## config.mk

```make
export PLATFORM = sky130hd
export DESIGN_NAME = scroll_display_ctrl
export DESIGN_NICKNAME = d
export VERILOG_FILES = /design/src/rtl/scroll_display_ctrl_pkg.sv /design/src/rtl/scroll_display_ctrl_hex7seg.sv /design/src/rtl/scroll_display_ctrl.sv
export SDC_FILE = /design/constraint.sdc
export NUM_CORES = 1
export LEC_CHECK = 0
export BUFFER_PORTS_ARGS = -buffer_cell sky130_fd_sc_hd__buf_2
export CAP_MARGIN = 5
export CORE_MARGIN = 2
export CORE_UTILIZATION = 50
export DETAILED_ROUTE_END_ITERATION = 10
export GPL_TIMING_DRIVEN = 1
export PLACE_DENSITY = 0.68
export SLEW_MARGIN = 20
export SYNTH_ARGS = -nofsm -noshare
export SYNTH_HDL_FRONTEND = slang
export SYNTH_HIERARCHICAL = 1
export SYNTH_SLANG_ARGS = --single-unit
```

## constraint.sdc

```tcl
create_clock -name clk -period 4.5 [get_ports clk]
set_input_delay 0.9 -clock clk [delete_from_list [all_inputs] [get_ports clk]]
set_output_delay 0.9 -clock clk [all_outputs]
set_load 0.01 [all_outputs]
```

## src/rtl/scroll_display_ctrl_pkg.sv

```systemverilog
// Shared types and 7-segment constants for the scrolling message driver.
package scroll_disp_pkg;

    localparam logic [3:0] SYM_BLANK = 4'hF;
    localparam logic [6:0] SEG_BLANK = 7'h7F;

    typedef enum logic [1:0] {IDLE, HOLD, SCROLL} scroll_state_t;

    // Active-low {g,f,e,d,c,b,a}, indexed by symbol; F is blank.
    localparam logic [15:0][6:0] SEG_LUT = {
        7'h7F, 7'h06, 7'h21, 7'h46, 7'h03, 7'h08, 7'h10, 7'h00,
        7'h78, 7'h02, 7'h12, 7'h19, 7'h30, 7'h24, 7'h79, 7'h40
    };

endpackage

```

## src/rtl/scroll_display_ctrl_hex7seg.sv

```systemverilog
// Symbol to active-low segment decoder.
module hex7seg
    import scroll_disp_pkg::*;
(
    input  logic [3:0] sym_i,
    output logic [6:0] seg_o
);

    assign seg_o = SEG_LUT[sym_i];

endmodule

```

## src/rtl/scroll_display_ctrl.sv

```systemverilog
// Scrolling-message driver for a multiplexed common-anode 7-segment bank.
module scroll_display_ctrl
    import scroll_disp_pkg::*;
#(
    parameter int NUM_DIGITS  = 4,
    parameter int MSG_LEN     = 8,
    parameter int SCROLL_DIV  = 50_000_000,
    parameter int REFRESH_DIV = 50_000,
    parameter int HOLD_STEPS  = 3
) (
    input  logic                       clk,
    input  logic                       reset,
    input  logic [4*MSG_LEN-1:0]       msg_data,
    input  logic                       load,
    input  logic                       dir,
    input  logic                       pause,
    output logic [6:0]                 seg,
    output logic [NUM_DIGITS-1:0]      en,
    output logic [$clog2(MSG_LEN)-1:0] scroll_pos,
    output logic                       step
);

    localparam int PW = $clog2(MSG_LEN);
    localparam int DW = $clog2(SCROLL_DIV);
    localparam int SW = (REFRESH_DIV > 1) ? $clog2(REFRESH_DIV) : 1;
    localparam int KW = $clog2(NUM_DIGITS);
    localparam int HW = (HOLD_STEPS > 0) ? $clog2(HOLD_STEPS + 1) : 1;
    localparam int IW = $clog2(MSG_LEN + NUM_DIGITS) + 1;

    if (MSG_LEN < NUM_DIGITS) begin : g_bad_len
        $error("scroll_display_ctrl: MSG_LEN must be >= NUM_DIGITS");
    end

    scroll_state_t                state_q, state_d;
    logic [MSG_LEN-1:0][3:0]      msg_q, msg_d;
    logic [PW-1:0]                pos_q, pos_d, pos_next;
    logic [DW-1:0]                div_q, div_d;
    logic [HW-1:0]                hold_q, hold_d;
    logic [SW-1:0]                slot_q, slot_d;
    logic [KW-1:0]                k_q, k_d;
    logic [6:0]                   seg_q, seg_d, seg_w;
    logic [NUM_DIGITS-1:0]        en_q, en_d;
    logic                         step_q, step_d;
    logic [IW-1:0]                win_sum;
    logic [PW-1:0]                win_idx;

    // Scan slot k drives en[k], i.e. the digit NUM_DIGITS-1-k from the left.
    always_comb begin
        win_sum = IW'(pos_q) + IW'(NUM_DIGITS - 1) - IW'(k_q);
        win_idx = (win_sum >= IW'(MSG_LEN)) ? PW'(win_sum - IW'(MSG_LEN)) : PW'(win_sum);
    end

    hex7seg u_dec (.sym_i(msg_q[win_idx]), .seg_o(seg_w));

    always_comb begin
        if (dir) pos_next = (pos_q == '0) ? PW'(MSG_LEN - 1) : pos_q - PW'(1);
        else     pos_next = (pos_q == PW'(MSG_LEN - 1)) ? '0 : pos_q + PW'(1);
    end

    always_comb begin
        state_d = state_q;
        msg_d   = msg_q;
        pos_d   = pos_q;
        div_d   = div_q;
        hold_d  = hold_q;
        step_d  = 1'b0;
        slot_d  = slot_q + SW'(1);
        k_d     = k_q;
        seg_d   = (state_q == IDLE) ? SEG_BLANK : seg_w;
        en_d    = ~(NUM_DIGITS'(1) << k_q);

        if (slot_q == SW'(REFRESH_DIV - 1)) begin
            slot_d = '0;
            k_d    = (k_q == KW'(NUM_DIGITS - 1)) ? '0 : k_q + KW'(1);
        end

        if (load) begin
            msg_d   = msg_data;
            state_d = (HOLD_STEPS == 0) ? SCROLL : HOLD;
            pos_d   = '0;
            div_d   = '0;
            hold_d  = '0;
        end else if (state_q != IDLE && !pause) begin
            if (div_q == DW'(SCROLL_DIV - 1)) begin
                div_d  = '0;
                step_d = 1'b1;
                if (state_q == HOLD) begin
                    if (hold_q == HW'(HOLD_STEPS - 1)) begin
                        state_d = SCROLL;
                        hold_d  = '0;
                    end else begin
                        hold_d = hold_q + HW'(1);
                    end
                end else begin
                    pos_d = pos_next;
                    if (pos_next == '0) begin
                        state_d = (HOLD_STEPS == 0) ? SCROLL : HOLD;
                        hold_d  = '0;
                    end
                end
            end else begin
                div_d = div_q + DW'(1);
            end
        end
    end

    always_ff @(posedge clk) begin
        if (!reset) begin
            state_q <= IDLE;
            msg_q   <= '1;
            pos_q   <= '0;
            div_q   <= '0;
            hold_q  <= '0;
            slot_q  <= '0;
            k_q     <= '0;
            seg_q   <= SEG_BLANK;
            en_q    <= '1;
            step_q  <= 1'b0;
        end else begin
            state_q <= state_d;
            msg_q   <= msg_d;
            pos_q   <= pos_d;
            div_q   <= div_d;
            hold_q  <= hold_d;
            slot_q  <= slot_d;
            k_q     <= k_d;
            seg_q   <= seg_d;
            en_q    <= en_d;
            step_q  <= step_d;
        end
    end

    assign seg        = seg_q;
    assign en         = en_q;
    assign scroll_pos = pos_q;
    assign step       = step_q;

endmodule

```

* After elaboration in Yosys (flattened, before gate mapping)
Memories as Yosys holds them, arrays and structs flattened. A register that Yosys moved wholly into a read port is not among the register bits.
Index checks and enable logic that the tools add are counted.
** Word-level totals
- Input bits :: 37
- Memory bits (read-only) :: 112
- Memories kept :: 1
- Register bits after elaboration :: 88
- Output and inout bits :: 15
- Logic and storage cells :: 78
** Cells by class
- Reductions and logical operators :: 18
- $add $sub $neg :: 9
- Mux-type cells :: 18
- Bitwise logic cells :: 4
- Eq/ne operators :: 8
- Shift-type cells :: 1
- Order comparisons :: 2
** Memory list
- (name not given) :: words 16, bits a word 7, rd ports 1, clocked after Yosys merged registers in 1, write ports 0, line scroll_display_ctrl_hex7seg.sv:9 : assign seg_o = SEG_LUT[sym_i];
** Operator list (count)
- 26-bit by 1-bit adder with 26-bit output (second input constant) :: 1
- 26-bit == test (second input constant) :: 1
- 26-bit 2-to-1 mux :: 1
- 16-bit by 1-bit adder with 16-bit output (second input constant) :: 1
- 16-bit == test (second input constant) :: 1
- 2-bit 2-to-1 mux :: 7
- 4-bit binary-select mux with 3-bit select :: 1
- 3-bit 2-to-1 mux :: 4
- 4-bit AND reduction :: 2
- 2-bit nonzero test :: 4
- 3-bit zero test :: 2
- 3-bit AND reduction :: 2
- 2-bit OR reduction :: 3
- 3-bit by 1-bit subtractor with 3-bit output (second input constant) :: 2
- 5-bit by 4-bit greater-or-equal comparator with 1-bit output (second input constant) :: 1
- 4-bit by 2-bit subtractor with 5-bit output :: 1
- 2-bit by 1-bit adder with 2-bit output (second input constant) :: 2
- 3-bit by 2-bit adder with 4-bit output (second input constant) :: 1
- 2-bit == test (second input constant) :: 2
- 3-bit by 4-bit < comparator with 1-bit output (second input constant) :: 1
- 1-bit 2-to-1 mux :: 4
- 4-bit 2-to-1 mux :: 1
- 4-bit inverter :: 1
- 1-bit by 2-bit left shift with 4-bit output (first input constant) :: 1
- 11 further kinds :: 13

* Longest topological paths before layout
- Depth in word-level cells :: 9
- Gate-level depth with buffers :: 15
- Gate-level depth less buffers :: 14

* By module
The synthesis kept the hierarchy.
** By module, submodules not included
- scroll_display_ctrl :: cells an instance 447, instances 1, area an instance 4231.6 um^2
- hex7seg :: cells an instance 27, instances 1, area an instance 265.3 um^2

* Least setup slack after synthesis
No wires, ideal clock.
- Path type :: register -> register
- From :: reg k_q[1]
- To :: reg seg_q[3], in the netlist seg[3]
- Period minus slack after synthesis :: 3970 ps
- Path buffers :: 1
- Cell stages (with the launch flop) :: 15
- Data required time :: 4377 ps
- Library setup time :: 123 ps
- Data arrival time :: 3847 ps
- Setup slack :: 530 ps
- Cell sequence :: dfxtp_1 inv_1 ha_1 ha_1 xor2_1 xnor2_2 buf_2 mux2i_1 a22o_1 a221oi_1 inv_1 ha_1 inv_1 mux4_2 or2_2
** On the way
- Longest elaborated chain between the ends :: 5
- Elaborated cells between the ends (all ways) :: 6
** RTL lines
- start, declared :: line scroll_display_ctrl.sv:40 : logic [KW-1:0] k_q, k_d;
- start signal, assigned :: line scroll_display_ctrl.sv:126 : k_q <= k_d;
- 4-bit by 2-bit subtractor with 5-bit output (*) :: line scroll_display_ctrl.sv:49 : win_sum = IW'(pos_q) + IW'(NUM_DIGITS - 1) - IW'(k_q);
- 5-bit by 4-bit greater-or-equal comparator with 1-bit output / 3-bit by 1-bit subtractor with 3-bit output (equally long branches) :: line scroll_display_ctrl.sv:50 : win_idx = (win_sum >= IW'(MSG_LEN)) ? PW'(win_sum - IW'(MSG_LEN)) : PW'(win_sum);
- 3-bit 2-to-1 mux (*) :: line scroll_display_ctrl.sv:50
- 4-bit binary-select mux with 3-bit select (*) :: line scroll_display_ctrl.sv:53 : hex7seg u_dec (.sym_i(msg_q[win_idx]), .seg_o(seg_w));
- 4-bit 2-to-1 mux (not written as such) (*) :: line scroll_display_ctrl.sv:53
- end, declared :: line scroll_display_ctrl.sv:41 : logic [6:0] seg_q, seg_d, seg_w;
Mark *: on every way between the ends. The rest lies on a longest branch, timed or not. The select of a mux whose other input is x is not followed.
A chain may end at the register's enable or synchronous reset.

* Worst setup path in the final report
Same ends and word-level chain as after synthesis.

==> results_dict.tcl <==
set metrics [dict create \
    whs_path_depth 2 \
    cts_sinks 95 \
    worst_ep_required_time_ps 4760 \
    cp_num_buf_inv 3 \
    crit_type "register to register" \
    synth-edff-count 0 \
    max-vdd-ir-drop_uv 154 \
    syn_inst 474 \
    grt_pass1_vias 3128 \
    place_congestion 0.867 \
    crit_start "k_q[1]$_SDFFE_PN0P_" \
    multi_input_area_um2 2430 \
    drv_cap 0 \
    worstSetupStartpointType "register" \
    synth_most_common_cell "dfxtp_1" \
    fin_crit_ps 4000 \
    cp_slowest_cell "xnor2_4" \
    ant_nets 0 \
    drcViolationCount 0 \
    grt_remaining_overflow 0 \
    numCtsBuffers 9 \
    ys_types 46 \
    crit_chain "inv_1 > ha_1 > ha_1 > xor2_1 > xnor2_4 > mux2i_1 > a22o_1 > a221oi_1 > inv_1 > ha_1 > inv_1 > mux4_2 > or2_2" \
    status "completed" \
    end_kind "register" \
    final_nets 577 \
    antenna_cells 0 \
    worstRegToRegCells 13 \
    syn_to_final_growth_pct 12.0 \
    place_area_um2 4810 \
    syn_area_um2 4500 \
    path_clk_slew_ps 90 \
    rsz0062_at_grt "no" \
    cts_setup_buffers 0 \
    synth_top_area_share_pct 42.3 \
    drtPass1Iterations 4 \
    slew_headroom_pct 34.7 \
    synth_top_area_cell "dfxtp_1" \
    synth_nets 530 \
    min_to "msg_q[12]$_SDFFE_PN1P_" \
    holdBufCountCts 0 \
    synthArstFlopShare_pct 0 \
    yosysSeqAreaShare_pct 42.3 \
    nFillCells 758 \
    holdCritStartpoint "msg_q[12]$_SDFFE_PN1P_" \
    io_buffers 51 \
    maxSlewViolCount 0 \
    cellLeakagePower_nw 2.08 \
    cp_top_family "adder cells" \
    rrSetupSlack_ps 500 \
    p_seq_share_pct 55.3 \
    clockBufferDepth 2 \
    power_density_nw_per_um2 315 \
    dp_hpwl_um 6200 \
    yosys_warnings 6 \
    postSynthRegisterBits 95 \
    ctsResizeCount 0 \
    yosys-top-cells-count "dfxtp_1 (95), nor2_1 (56), mux2i_1 (55)" \
    core_area_um2 8720 \
    tns_ps 0 \
    wl_per_cell_um 13.6 \
    max_stage_delay_ps 490 \
    htreeDepth 3 \
    vias_per_cell 5.26 \
    drt_iter0_drc 105 \
    die_h_um 98.8 \
    syn_avg_cell_area_um2 9.49 \
    internal_power_w 0.00121 \
    finalHoldViolCount 0 \
    rr_endpoint "seg[3]$_SDFF_PP1_" \
    grt_start_max_net_pins 44 \
    skew_ps 12.3 \
    antenna_found_initial 0 \
    power_frac_comb_pct 7.5 \
    routed_wl_um 8620 \
    min_path_type "register to register" \
    crit_fanout 12 \
    switching_share_pct 23.7 \
    drive_above_1_share_pct 16.7 \
    synth_area_leaders "dfxtp_1 (42%), mux2i_1 (12%), ha_1 (5.3%), xnor2_1 (5.3%), nor2_1 (4.7%)" \
    setup_viol 0 \
    synthFlopType "dfxtp_1" \
    initial_core_util_pct 51.6 \
    period_share_pct 88.8 \
    grtUsageTotal_pct 18.6 \
    clk_latency_ps 360 \
    die_area_um2 9770 \
    critPathArrivalTime_ps 4250 \
    p_clk_share_pct 37.2 \
    netSwitchingPower_w 0.000376 \
    cts_tree "done" \
    die_x_um 98.8 \
    worst_pin_slew_ps 979 \
    rr_startpoint "k_q[1]$_SDFFE_PN0P_" \
    max_freq_mhz 250 \
    rows 34 \
    finalInstanceArea_um2 5030 \
    grt_pass1_wl_um 14700 \
    root_buffer "clkbuf_8" \
    num_vias 3337 \
    io_pins 52 \
    seq_area_um2 1900 \
]
==> power groups by stage <==
| stage | Combinational, W | Sequential, W | Clock (W) |
|---|---|---|---|
| final | 0.000119 | 0.000878 | 0.000590 |
| after global routing | 0.000133 | 0.000882 | 0.000643 |
| after CTS | 0.000121 | 0.000879 | 0.000600 |
| after detailed placement | 0.000120 | 0.000898 | 0 |
| after global placement | 0.000115 | 0.000899 | 0 |
| after floorplan | 0.0000855 | 0.000894 | 0 |
==> worst register-to-register path, delay by kind of cell, from the launching register on <==
family / cells / cell delay (ps)
AOI/OAI and AO/OA: 2 / 750
and+or+nand+nor: 1 / 290
xor gates and xnor gates: 2 / 680
DFF: 1 / 380
adders and majority gates: 3 / 800
buffers and inverters: 3 / 370
muxes: 2 / 620
==> placed cells by master (no fill, tap or decap), types with 5 or more instances in the layout <==
| master | netlist | routed |
|---|---|---|
| dfxtp_1 | 95 | 95 |
| or2_2 | 7 | 7 |
| nand4_1 | 8 | 8 |
| mux2i_1 | 55 | 55 |
| nor4_1 | 9 | 9 |
| nor3_1 | 14 | 14 |
| nor2b_1 | 6 | 6 |
| inv_1 | 17 | 17 |
| nor2_1 | 56 | 56 |
| and2_1 | 5 | 5 |
| nand3_1 | 17 | 17 |
| buf_2 | 4 | 51 |
| clkbuf_8 | 0 | 11 |
| buf_4 | 0 | 5 |
| xor2_1 | 14 | 14 |
| ha_1 | 19 | 19 |
| a22o_1 | 5 | 5 |
| nand2_1 | 50 | 50 |
| xnor2_1 | 27 | 27 |
==> per-stage QoR <==
| stage | total power [W] | setup slack (ps) | hold WS, ps | instances | utilization (%) |
|---|---|---|---|---|---|
| after floorplan | 0.000980 | 530 | 426 | 474 | - |
| after global placement | 0.00101 | 417 | 441 | 618 | 55.2 |
| after detailed placement | 0.00102 | 227 | 459 | 618 | 55.2 |
| after CTS | 0.00160 | 214 | 480 | 634 | 57.6 |
| after global routing | 0.00166 | 172 | 508 | 634 | 57.7 |
| final | 0.00159 | 504 | 476 | 634 | 57.7 |
==> final cells by class <==
cell class | instances | share of cell area (%)
clock inverter | 4 | 1.07
tap | 108 | 2.68
sequential | 95 | 37.8
multi-input combinational | 342 | 48.3
inverter | 17 | 1.27
clock buffer | 12 | 3.08
timing repair buffer | 56 | 5.82
==> metal layers <==
metal | part of all wire, % | up-vias | GRT usage (%)
met2 | 46 | 59 | 29.2
met5 | 0 | - | 0
met3 | 3.3 | 12 | 3.76
met4 | 1.7 | 0 | 8.01
met1 | 49 | 1549 | 24.8
li1 | - | 1717 | -
==> how the worst max path moves through the flow <==
stage | endpoint | slack (ps) | cells past startpoint
floorplan | seg[3]$_SDFF_PP1_ | 530 | 14
global placement | seg[3]$_SDFF_PP1_ | 420 | 13
detailed placement | seg[3]$_SDFF_PP1_ | 230 | 13
CTS | seg[3]$_SDFF_PP1_ | 210 | 13
global route | seg[3]$_SDFF_PP1_ | 170 | 13
finish | seg[3]$_SDFF_PP1_ | 500 | 13
==> registers in the layout (all words and copies together), names as in the netlist <==
register,count
scroll_pos,3
div_q,26
k_q,2
seg,7
slot_q,16
en,4
msg_q,32
state_q,2
step,1
hold_q,2
==> cells by family after synthesis <==
logic type / share of synthesized area, %
flops: 42.3
mux: 14.1
compound gates: 4.23
simple gates: 21.9
xor+xnor: 8.35
fa+ha+maj: 5.29
buf+inv: 3.87
(Power assumes the default switching activity.)
